[src/rtl/oam_dma_ctrl.sv]
// OAM DMA controller: copies 160 bytes from page {src,0x00} into OAM and
// arbitrates the external bus between the DMA engine and the CPU.
module oam_dma_ctrl (
  input  logic        clk,
  input  logic        nreset,
  input  logic [1:0]  tcyc,
  input  logic [15:0] cpu_adr,
  input  logic        cpu_rd,
  input  logic        cpu_wr,
  input  logic [7:0]  cpu_dout,
  output logic [7:0]  cpu_din,
  output logic [15:0] ext_adr,
  output logic        ext_rd,
  output logic        ext_wr,
  output logic [7:0]  ext_dout,
  input  logic [7:0]  ext_din,
  output logic [7:0]  io_adr,
  output logic        io_rd,
  output logic        io_wr,
  output logic [7:0]  io_dout,
  input  logic [7:0]  io_din,
  output logic [7:0]  oam_adr,
  output logic        oam_wr,
  output logic [7:0]  oam_dout,
  output logic        dma_active
);

  localparam int unsigned LAST_IDX = 159;
  localparam logic [15:0] DMA_REG  = 16'hFF46;

  typedef enum logic [1:0] {S_IDLE, S_START, S_XFER} state_t;

  state_t      r_state;
  state_t      w_state_nxt;
  logic [7:0]  r_src;
  logic [7:0]  r_idx;
  logic [7:0]  r_latch;
  logic [7:0]  w_eff_src;
  logic        w_reg_sel;
  logic        w_io_sel;
  logic        w_ext_sel;
  logic        w_commit;
  logic        w_xfer;
  logic        w_last;

  assign w_reg_sel = (cpu_adr == DMA_REG);
  assign w_io_sel  = (cpu_adr[15:8] == 8'hFF) && !w_reg_sel;
  assign w_ext_sel = (cpu_adr[15:8] != 8'hFF);
  assign w_commit  = cpu_wr && w_reg_sel && (tcyc == 2'd3);
  assign w_xfer    = (r_state == S_XFER);
  assign w_last    = (r_idx == 8'(LAST_IDX));
  // Sources in echo RAM 0xE0-0xFF fold back onto work RAM.
  assign w_eff_src = (r_src >= 8'hE0) ? (r_src - 8'h20) : r_src;
  assign dma_active = (r_state != S_IDLE);

  always_ff @(posedge clk or negedge nreset) begin
    if (!nreset) r_state <= S_IDLE;
    else         r_state <= w_state_nxt;
  end

  always_ff @(posedge clk or negedge nreset) begin
    if (!nreset) begin
      r_src   <= 8'h00;
      r_idx   <= 8'h00;
      r_latch <= 8'h00;
    end else begin
      if (w_commit) r_src <= cpu_dout;
      if (w_xfer && (tcyc == 2'd2)) r_latch <= ext_din;
      if (w_commit)                          r_idx <= 8'h00;
      else if (w_xfer && (tcyc == 2'd3))     r_idx <= w_last ? 8'h00 : (r_idx + 8'd1);
    end
  end

  // Next-state and bus routing; everything is forced quiet while in reset.
  always_comb begin
    w_state_nxt = r_state;
    ext_adr     = cpu_adr;
    ext_rd      = 1'b0;
    ext_wr      = 1'b0;
    ext_dout    = 8'h00;
    io_adr      = cpu_adr[7:0];
    io_rd       = 1'b0;
    io_wr       = 1'b0;
    io_dout     = cpu_dout;
    oam_adr     = r_idx;
    oam_wr      = 1'b0;
    oam_dout    = r_latch;
    cpu_din     = 8'hFF;

    case (r_state)
      S_IDLE:  w_state_nxt = S_IDLE;
      S_START: if (tcyc == 2'd3) w_state_nxt = S_XFER;
      S_XFER:  if ((tcyc == 2'd3) && w_last) w_state_nxt = S_IDLE;
      default: w_state_nxt = S_IDLE;
    endcase
    if (w_commit) w_state_nxt = S_START;

    if (nreset) begin
      io_rd = cpu_rd && w_io_sel;
      io_wr = cpu_wr && w_io_sel;
      if (w_xfer) begin
        ext_adr = {w_eff_src, r_idx};
        ext_rd  = 1'b1;
        oam_wr  = (tcyc == 2'd3);
      end else begin
        ext_rd   = cpu_rd && w_ext_sel;
        ext_wr   = cpu_wr && w_ext_sel;
        ext_dout = cpu_dout;
      end
      if (w_reg_sel)     cpu_din = r_src;
      else if (w_io_sel) cpu_din = io_din;
      else if (!w_xfer)  cpu_din = ext_din;
    end
  end

endmodule

[config.mk]
export PLATFORM = sky130hd
export DESIGN_NAME = oam_dma_ctrl
export DESIGN_NICKNAME = d
export VERILOG_FILES = /design/src/rtl/oam_dma_ctrl.sv
export SDC_FILE = /design/constraint.sdc
export NUM_CORES = 1
export LEC_CHECK = 0
export BUFFER_PORTS_ARGS = -buffer_cell sky130_fd_sc_hd__buf_2
export CELL_PAD_IN_SITES_DETAIL_PLACEMENT = 0
export CELL_PAD_IN_SITES_GLOBAL_PLACEMENT = 2
export CORE_MARGIN = 2
export CORE_UTILIZATION = 25
export DETAILED_ROUTE_END_ITERATION = 10
export PLACE_DENSITY = 0.83
export SLEW_MARGIN = 30
export SYNTH_ARGS = -nofsm -noshare
export SYNTH_HDL_FRONTEND = slang
export SYNTH_SLANG_ARGS = --single-unit
[constraint.sdc]
create_clock -name clk -period 3.7 [get_ports clk]
set_input_delay 0.185 -clock clk [delete_from_list [all_inputs] [get_ports clk]]
set_output_delay 0.185 -clock clk [all_outputs]
set_load 0.01 [all_outputs]
## Word-level counts from Yosys, hierarchy flattened

Index checks and enable logic that the tools add are counted.
W data, S select, Z words.

| word-level totals | value |
|---|---|
| bits in registers | 26 |
| bits of input ports | 46 |
| output and inout port bits | 70 |
| word-level logic and storage cells | 55 |

| operators by class | value |
|---|---|
| add/sub/neg operators | 2 |
| order comparisons | 1 |
| equal/unequal tests | 10 |
| multiplexer cells | 24 |
| reductions and logical operators | 14 |

Operators by type and width:

| operator | number |
|---|---|
| $mux W8 | 10 |
| $mux W16 | 2 |
| $eq A16 B16 Y1 const B | 1 |
| $eq A8 B8 Y1 const B | 2 |
| $logic_and A1 B1 Y1 | 10 |
| $add A8 B1 Y8 const B | 1 |
| $ge A8 B8 Y1 const B | 1 |
| $mux W1 | 8 |
| $ne A8 B8 Y1 const B | 1 |
| $sub A8 B6 Y8 const B | 1 |
| $eq A2 B2 Y1 const B | 3 |
| $mux W2 | 3 |
| $pmux W2 S2 | 1 |
| $reduce_bool A2 Y1 | 2 |
| $ne A3 B2 Y1 const B | 1 |
| $ne A3 B3 Y1 const B | 1 |
| $eq A2 B1 Y1 const B | 1 |
| $reduce_and A2 Y1 | 1 |
| $logic_not A1 Y1 | 1 |

## Depth between registers and ports, before layout

Gate-level depths: netlist of run 1.

| logic depth | value |
|---|---|
| depth after elaboration | 6 |
| mapped depth | 6 |
| gate-level depth less buffers | 5 |

## Least setup slack after synthesis of run 1

No wires, ideal clock.

| timing | value |
|---|---|
| path type | input to register |
| start | in cpu_adr[14] |
| end | reg r_src[0] |
| library setup time | 125 ps |
| arrival time | 1,463 ps |
| data required time | 3,575 ps |
| slack | 2,112 ps |
| stages on the path | 5 |
| path buffers | 1 |
| cell sequence | nand4_1 > or2_0 > clkbuf_1 > nor4_4 > mux2_2 |

| on the way | value |
|---|---|
| longest elaborated chain between the ends | 3 |

RTL lines:

| item | RTL line | source |
|---|---|---|
| from (decl) | 7 | `input logic [15:0] cpu_adr,` |
| $eq A16 B16 Y1 | 46 | `assign w_reg_sel = (cpu_adr == DMA_REG);` |
| $logic_and A1 B1 Y1 (2 in a row) | 49 | `assign w_commit = cpu_wr && w_reg_sel && (tcyc == 2'd3);` |
| to (signal assigned) | 67 | `if (w_commit) r_src <= cpu_dout;` |
| to (decl) | 35 | `logic [7:0] r_src;` |

Every way passes these cells.
A chain may end at the register's enable or synchronous reset.

## Worst setup path after layout of run 1

| timing | value |
|---|---|
| start | in nreset |
| end | out io_rd |

| on the way | value |
|---|---|
| longest elaborated chain between the ends | 1 |

RTL lines:

| item | RTL line | source |
|---|---|---|
| from (decl) | 5 | `input logic nreset,` |
| $mux W1 | 98 | `if (nreset) begin` |
| to (decl) | 18 | `output logic io_rd,` |

Every way passes these cells.

==> results of run 1 <==
state kept, by name (all words and copies together) (netlist names):
signal / cells
oam_adr: 8
r_src: 8
oam_dout: 8
r_state: 2
worst reg2reg max path: stages (launching register included):
cell and delay (ns):
dfrtp_1 0.41, nand2b_1 0.38, nor3b_2 0.64, mux2_2 0.41
what timing repair did:
action | CTS | global route
gates resized for setup | 0 | 0
hold buffers | 1 | 0
hold endpoints to repair | 26 | 0
power groups by stage:
stage	logic [mW]	registers [mW]	clock network [mW]
after global routing	0.262	0.382	0.256
after floorplan	0.118	0.380	0
after detailed placement	0.240	0.381	0
after CTS	0.241	0.376	0.244
final	0.236	0.376	0.235
after global placement	0.239	0.378	0
cells by family (layout without fill, tap and decap cells):
group,after synthesis,count (layout),share of synthesized area [%]
mux,38,38,22.8
simple gates,66,66,20.6
fa+ha+maj,2,2,1.37
flops,26,26,35.7
compound gates,24,24,8.85
buf+inv,28,126,9.26
xor+xnor,3,3,1.44
cell type report:
type / instances / area, sq um / share of cell area (%)
repair buffers: 118 / 601 / 24.4
clock buffers: 3 / 41.3 / 1.67
clock inverters: 1 / 30.0 / 1.22
multi-input cells: 133 / 1000 / 40.7
well taps: 99 / 124 / 5.02
inverters: 4 / 15.0 / 0.609
flip-flops and latches: 26 / 651 / 26.4
cell usage after synthesis, types with 2 or more instances:
| cell type | n |
|---|---|
| nand4_1 | 5 |
| clkbuf_1 | 6 |
| and2_1 | 2 |
| mux2_2 | 29 |
| mux2i_1 | 9 |
| a21oi_1 | 5 |
| ha_1 | 2 |
| dfrtp_1 | 26 |
| nand3_1 | 6 |
| nor3_1 | 2 |
| nor2_1 | 11 |
| inv_1 | 4 |
| xor2_1 | 3 |
| a2bb2oi_1 | 8 |
| or2_2 | 2 |
| o21ai_0 | 6 |
| nand2_1 | 16 |
| a211oi_1 | 2 |
| and3_1 | 12 |
| buf_4 | 17 |
worst paths after layout:
path	start	to	slack, ns	depth (start not counted)
min in group asynchronous	nreset	oam_adr[5]	0.46	3
max reg2reg	r_state[0]	oam_dout[7]	1.75	3
min	ext_din[0]	oam_dout[0]	0.15	2
min reg2reg	oam_dout[5]	oam_dout[5]	0.51	1
max in group asynchronous	nreset	r_src[7]	2.94	3
max	nreset	io_rd	1.18	7
per-stage QoR:
step           total power, mW  utilization (%)
6_report                 0.847             34.4
5_1_grt                  0.900             34.4
4_1_cts                  0.861             34.3
3_5_place_dp             0.621             33.1
3_3_place_gp             0.617             33.1
2_1_floorplan            0.498                -
routing by layer:
layer  vias up  global-route usage [%]  share of wire (%)
li1        855                       -                  -
met1       787                    19.3                 47
met2        48                    21.6                 46
met3         2                    2.40                5.3
met4         0                    4.48               0.96
met5         -                       0                  0
==> flow_summary.json, run 1 <==
{
  "status": "finished clean",
  "first_iter_violations": 54,
  "ys_seq_elements": 26,
  "critPathCaptureType": "output port",
  "grt_pass1_wl_mm": 8.36,
  "synth_area_leader_cell": "dfrtp_1",
  "dp_hpwl_mm": 4.52,
  "clock_latency_ns": 0.27,
  "clock-sinks": 26,
  "routedWlPerCell_um": 14.9,
  "layout_commonest_cell": "buf_2",
  "mostFrequentLayoutCells": "buf_2 (115), mux2_2 (29), dfrtp_1 (26), nand2_1 (16), and3_1 (12)",
  "rows": 31,
  "grt_overflow": 0,
  "dp_slack_ns": 1.07,
  "design.portCount": 116,
  "p_seq_share_pct": 44.3,
  "postSynthAreaPerCell_sq_um": 9.76,
  "max_freq_mhz": 397,
  "cts_buffers": 3,
  "die_h_um": 89.4,
  "drv_slew": 0,
  "fin_ws_ns": 1.18,
  "synthDistinctLibCells": 34,
  "first_global_vias": 1576,
  "pwr-share-clk_pct": 27.8,
  "fin_hold_ws_ns": 0.152,
  "rsz0062_at_grt": "false",
  "setup_violations": 0,
  "final_antenna_net_count": 0,
  "start_kind": "primary input",
  "design_area_sq_um": 2470,
  "core-area_sq_um": 7180,
  "max_stage_delay_ns": 0.62,
  "yosysSeqAreaShare_pct": 35.7,
  "n_fill_cell": 769,
  "die_area_sq_um": 8000,
  "peakVddDrop_mv": 0.166,
  "diodes": 0,
  "crit_buf_inv": 5,
  "synthTopCellsByArea": "dfrtp_1 (36%), mux2_2 (18%), buf_4 (7.0%)",
  "crit_required_ns": 3.51,
  "stdcell_count": 384,
  "start_util_pct": 25.4,
  "grt_start_max_net_pins": 37,
  "dpl.cell_count": 378,
  "synth_edf_count": 0,
  "routed_wl_mm": 5.73,
  "vias": 1692,
  "io_buffer_count": 115,
  "drive_gt1_share_pct": 54.4,
  "skew_ns": 0.00948,
  "syn-num-nets": 235,
  "fin_crit_ns": 2.52,
  "path_delay_family": "buffers and inverters",
  "synth_top_area_share_pct": 35.7,
  "firstDrtPassIters": 4,
  "grt_util_all_layers_pct": 13.8,
  "critPathSlowestCell": "nor2_1",
  "worstPathCellList": "dlygate4sd3_1, buf_2, buf_4, inv_1, nor2_1, and3_1, buf_2",
  "globalplace.congestion": 0.812,
  "tritoncts": "done",
  "p_int_mw": 0.580,
  "die_w_um": 89.4,
  "p_comb_share_pct": 27.9,
  "relSlewSlack_pct": 49.1,
  "ctsLongestPathBuffers": 2,
  "h-tree-depth": 1,
  "cp.arrival_ns": 2.33,
  "worstPathMaxFanout": 36,
  "clk_pin_slew_ns": 0.10,
  "antenna_found_initial": 0,
  "tightest_slew_ns": 0.761,
  "path_class": "in2out",
  "drcViolationCount": 0,
  "viasPerCell": 4.41,
  "hp-class": "in2reg",
  "power.density_nw_per_um2": 344,
  "ys_warn_count": 0,
  "synthArstFlopShare_pct": 100,
  "syn_area_sq_um": 1820,
  "min_period_over_period_pct": 68.0,
  "area_delta_synth_final_pct": 35.2,
  "switchingPower_mw": 0.268,
  "cap_violations": 0,
  "swShare_pct": 31.6,
  "cts_root_buf": "clkbuf_8",
  "setup_tns_ns": 0,
  "post_cts_buffers": 0,
  "ys.flop_type": "dfrtp_1",
  "placed_cell_area_sq_um": 2380,
  "synth_cells": 187,
  "p_leak_nw": 1.33,
  "crit_top_cell": "buf_2",
  "layout.nets": 334,
  "hold_viol": 0
}
Power figures use the tool's default switching activity.
==> run 2, diff against run 1 <==
--- a/config.mk
+++ b/config.mk
@@ -5,13 +5,14 @@
 export SDC_FILE = /design/constraint.sdc
 export NUM_CORES = 1
 export LEC_CHECK = 0
+export ABC_AREA = 1
 export BUFFER_PORTS_ARGS = -buffer_cell sky130_fd_sc_hd__buf_2
 export CELL_PAD_IN_SITES_DETAIL_PLACEMENT = 0
 export CELL_PAD_IN_SITES_GLOBAL_PLACEMENT = 2
 export CORE_MARGIN = 2
-export CORE_UTILIZATION = 25
+export CORE_UTILIZATION = 20
 export DETAILED_ROUTE_END_ITERATION = 10
-export PLACE_DENSITY = 0.83
+export PLACE_DENSITY = 0.74
 export SLEW_MARGIN = 30
 export SYNTH_ARGS = -nofsm -noshare
 export SYNTH_HDL_FRONTEND = slang
==> constraint.sdc (replaced) <==
create_clock -name clk -period 2.3 [get_ports clk]
set_input_delay 0.115 -clock clk [delete_from_list [all_inputs] [get_ports clk]]
set_output_delay 0.115 -clock clk [all_outputs]
set_load 0.01 [all_outputs]
==> flow_summary.json, run 2 <==
{
  "synth_area_leader_cell": "dfrtp_1",
  "first_iter_violations": 122,
  "firstDrtPassIters": 4,
  "path_class": "in2out",
  "syn-num-nets": 345,
  "min_period_over_period_pct": 82.2,
  "yosysMostFrequentCell": "nand2_1",
  "worstPathCellList": "dlygate4sd3_1, buf_2, inv_2, nor2_4, inv_2, nand2_1, o21ai_0, buf_2",
  "drv_slew": 0,
  "power.density_nw_per_um2": 637,
  "vias": 2173,
  "clk_pin_slew_ns": 0.11,
  "fin_hold_ws_ns": 0.0761,
  "worstHoldPathCells": 2,
  "die_h_um": 106,
  "dp_hpwl_mm": 5.82,
  "ys_warn_count": 0,
  "h-tree-depth": 1,
  "design_area_sq_um": 2760,
  "dpl.cell_count": 527,
  "viasPerCell": 4.08,
  "layout_commonest_cell": "buf_2",
  "antenna_found_initial": 1,
  "synth_top_area_share_pct": 31.1,
  "synth_cells": 297,
  "post-route-util_pct": 26.9,
  "tritoncts": "done",
  "rows": 37,
  "core-area_sq_um": 10200,
  "postSynthAreaPerCell_sq_um": 7.04,
  "area_delta_synth_final_pct": 31.9,
  "first_global_vias": 2088,
  "critPathCaptureType": "output port",
  "syn_area_sq_um": 2090,
  "crit_required_ns": 2.18,
  "p_leak_nw": 1.49,
  "start_util_pct": 20.4,
  "drive_gt1_share_pct": 40.4,
  "ys_seq_elements": 26,
  "hp-class": "in2reg",
  "synthDistinctLibCells": 28,
  "synth_edf_count": 0,
  "cp.arrival_ns": 1.78,
  "grt_util_all_layers_pct": 12.4,
  "grt_start_max_net_pins": 31,
  "mostFrequentLayoutCells": "buf_2 (115), nand2_1 (87), inv_1 (38), nor2_1 (26), dfrtp_1 (26)",
  "die_area_sq_um": 11300,
  "ys.flop_type": "dfrtp_1",
  "cts_root_buf": "clkbuf_8",
  "routedWlPerCell_um": 13.2,
  "cts_buffers": 3,
  "synthTopCellsByArea": "dfrtp_1 (31%), nand2_1 (16%), inv_1 (6.8%)",
  "status": "finished clean",
  "design.portCount": 116,
  "synthArstFlopShare_pct": 100,
  "whs_endpoint": "oam_dout[4]",
  "hold_viol": 0,
  "cap_violations": 0,
  "finalPower_mw": 1.76,
  "grt_pass1_wl_mm": 11.1,
  "placed_cell_area_sq_um": 2670,
  "synth_commonest_cells": "nand2_1 (87), inv_1 (38), dfrtp_1 (26), nor2_1 (26), o21ai_0 (24)",
  "peakVddDrop_mv": 0.270,
  "relSlewSlack_pct": 72.0,
  "max_stage_delay_ns": 0.54,
  "regToRegEndpoint": "r_state[1]",
  "skew_ns": 0.00653,
  "rrSetupSlack_ns": 0.69,
  "fin_ws_ns": 0.409,
  "fin_crit_ns": 1.89,
  "worstPathMaxFanout": 18,
  "start_kind": "primary input",
  "setup_tns_ns": 0,
  "max_freq_mhz": 529,
  "setup_violations": 0,
  "stdcell_count": 533,
  "drcViolationCount": 0,
  "globalplace.congestion": 0.774,
  "clock-sinks": 26,
  "routed_wl_mm": 7.03,
  "dp_slack_ns": 0.716,
  "yosysSeqAreaShare_pct": 31.1,
  "io_buffer_count": 115,
  "reg2reg_depth": 8,
  "reg2reg_from": "oam_adr[0]",
  "rsz0062_at_grt": "false",
  "grt_overflow": 0,
  "final_antenna_net_count": 0,
  "tightest_slew_ns": 0.421,
  "ctsLongestPathBuffers": 2,
  "layout.nets": 445,
  "post_cts_resized": 0,
  "clock_latency_ns": 0.28,
  "critPathSlowestCell": "dlygate4sd3_1",
  "hp-start": "ext_din[4]",
  "die_w_um": 106
}
run 2: changes by cell type after synthesis, moves of 5 or more:
cell	previous run	this run
and3_1	12	0
nand3_1	6	17
mux2i_1	9	0
nand2_1	16	87
clkbuf_1	6	0
nor2_1	11	26
o21ai_2	0	13
nor2_4	0	5
mux2_2	29	1
o21ai_0	6	24
a2bb2oi_1	8	0
inv_1	4	38
run 2: cell families after synthesis:
logic type / share of synthesized area (%)
simple gates: 33.4
mux: 3.41
fa+ha+maj: 1.20
compound gates: 13.8
xor+xnor: 0.838
buf+inv: 16.2
flops: 31.1
run 2: power by group:
part,switching (mW),internal (mW)
sequential,0.108,0.562
combinational,0.385,0.300
clock,0.167,0.233
run 2: how the worst max path moves through the flow:
stage,cells after the start,slack (ns),to,start
2_1_floorplan,8,0.92,r_state[1],oam_adr[0]
3_3_place_gp,8,0.67,r_state[1],oam_adr[0]
3_5_place_dp,8,0.72,r_state[1],oam_adr[0]
4_1_cts,8,0.37,ext_adr[14],nreset
5_1_grt,7,0.28,cpu_din[6],nreset
6_report,8,0.41,ext_adr[14],nreset
run 2: layer usage:
| layer | GRT usage (%) | part of all wire, % | up-vias |
|---|---|---|---|
| li1 | - | - | 1118 |
| met2 | 19.9 | 45 | 82 |
| met4 | 1.97 | 0.61 | 0 |
| met1 | 18.0 | 49 | 971 |
| met3 | 1.59 | 6.1 | 2 |
| met5 | 0 | 0 | - |
run 2: layout make-up:
| type | count | area [sq um] |
|---|---|---|
| clock buffer | 3 | 41.3 |
| tap | 136 | 170 |
| sequential | 26 | 651 |
| clock inverter | 1 | 30.0 |
| antenna | 1 | 2.50 |
| timing repair buffer | 117 | 593 |
| fill | 1159 | 7480 |
| inverter | 43 | 166 |
| multi-input combinational | 206 | 1100 |
run 2: repair_timing:
item	4_1_cts	5_1_grt
setup endpoints to repair	0	0
setup buffers	0	0
endpoints found under the hold margin	26	0
hold buffers	1	0
run 2: worst max-delay path: cells and delay by family:
kind | cells | cell delay [ns]
and+or+nand+nor | 2 | 0.43
buffers and inverters | 5 | 1.14
AOI/OAI and AO/OA | 1 | 0.08
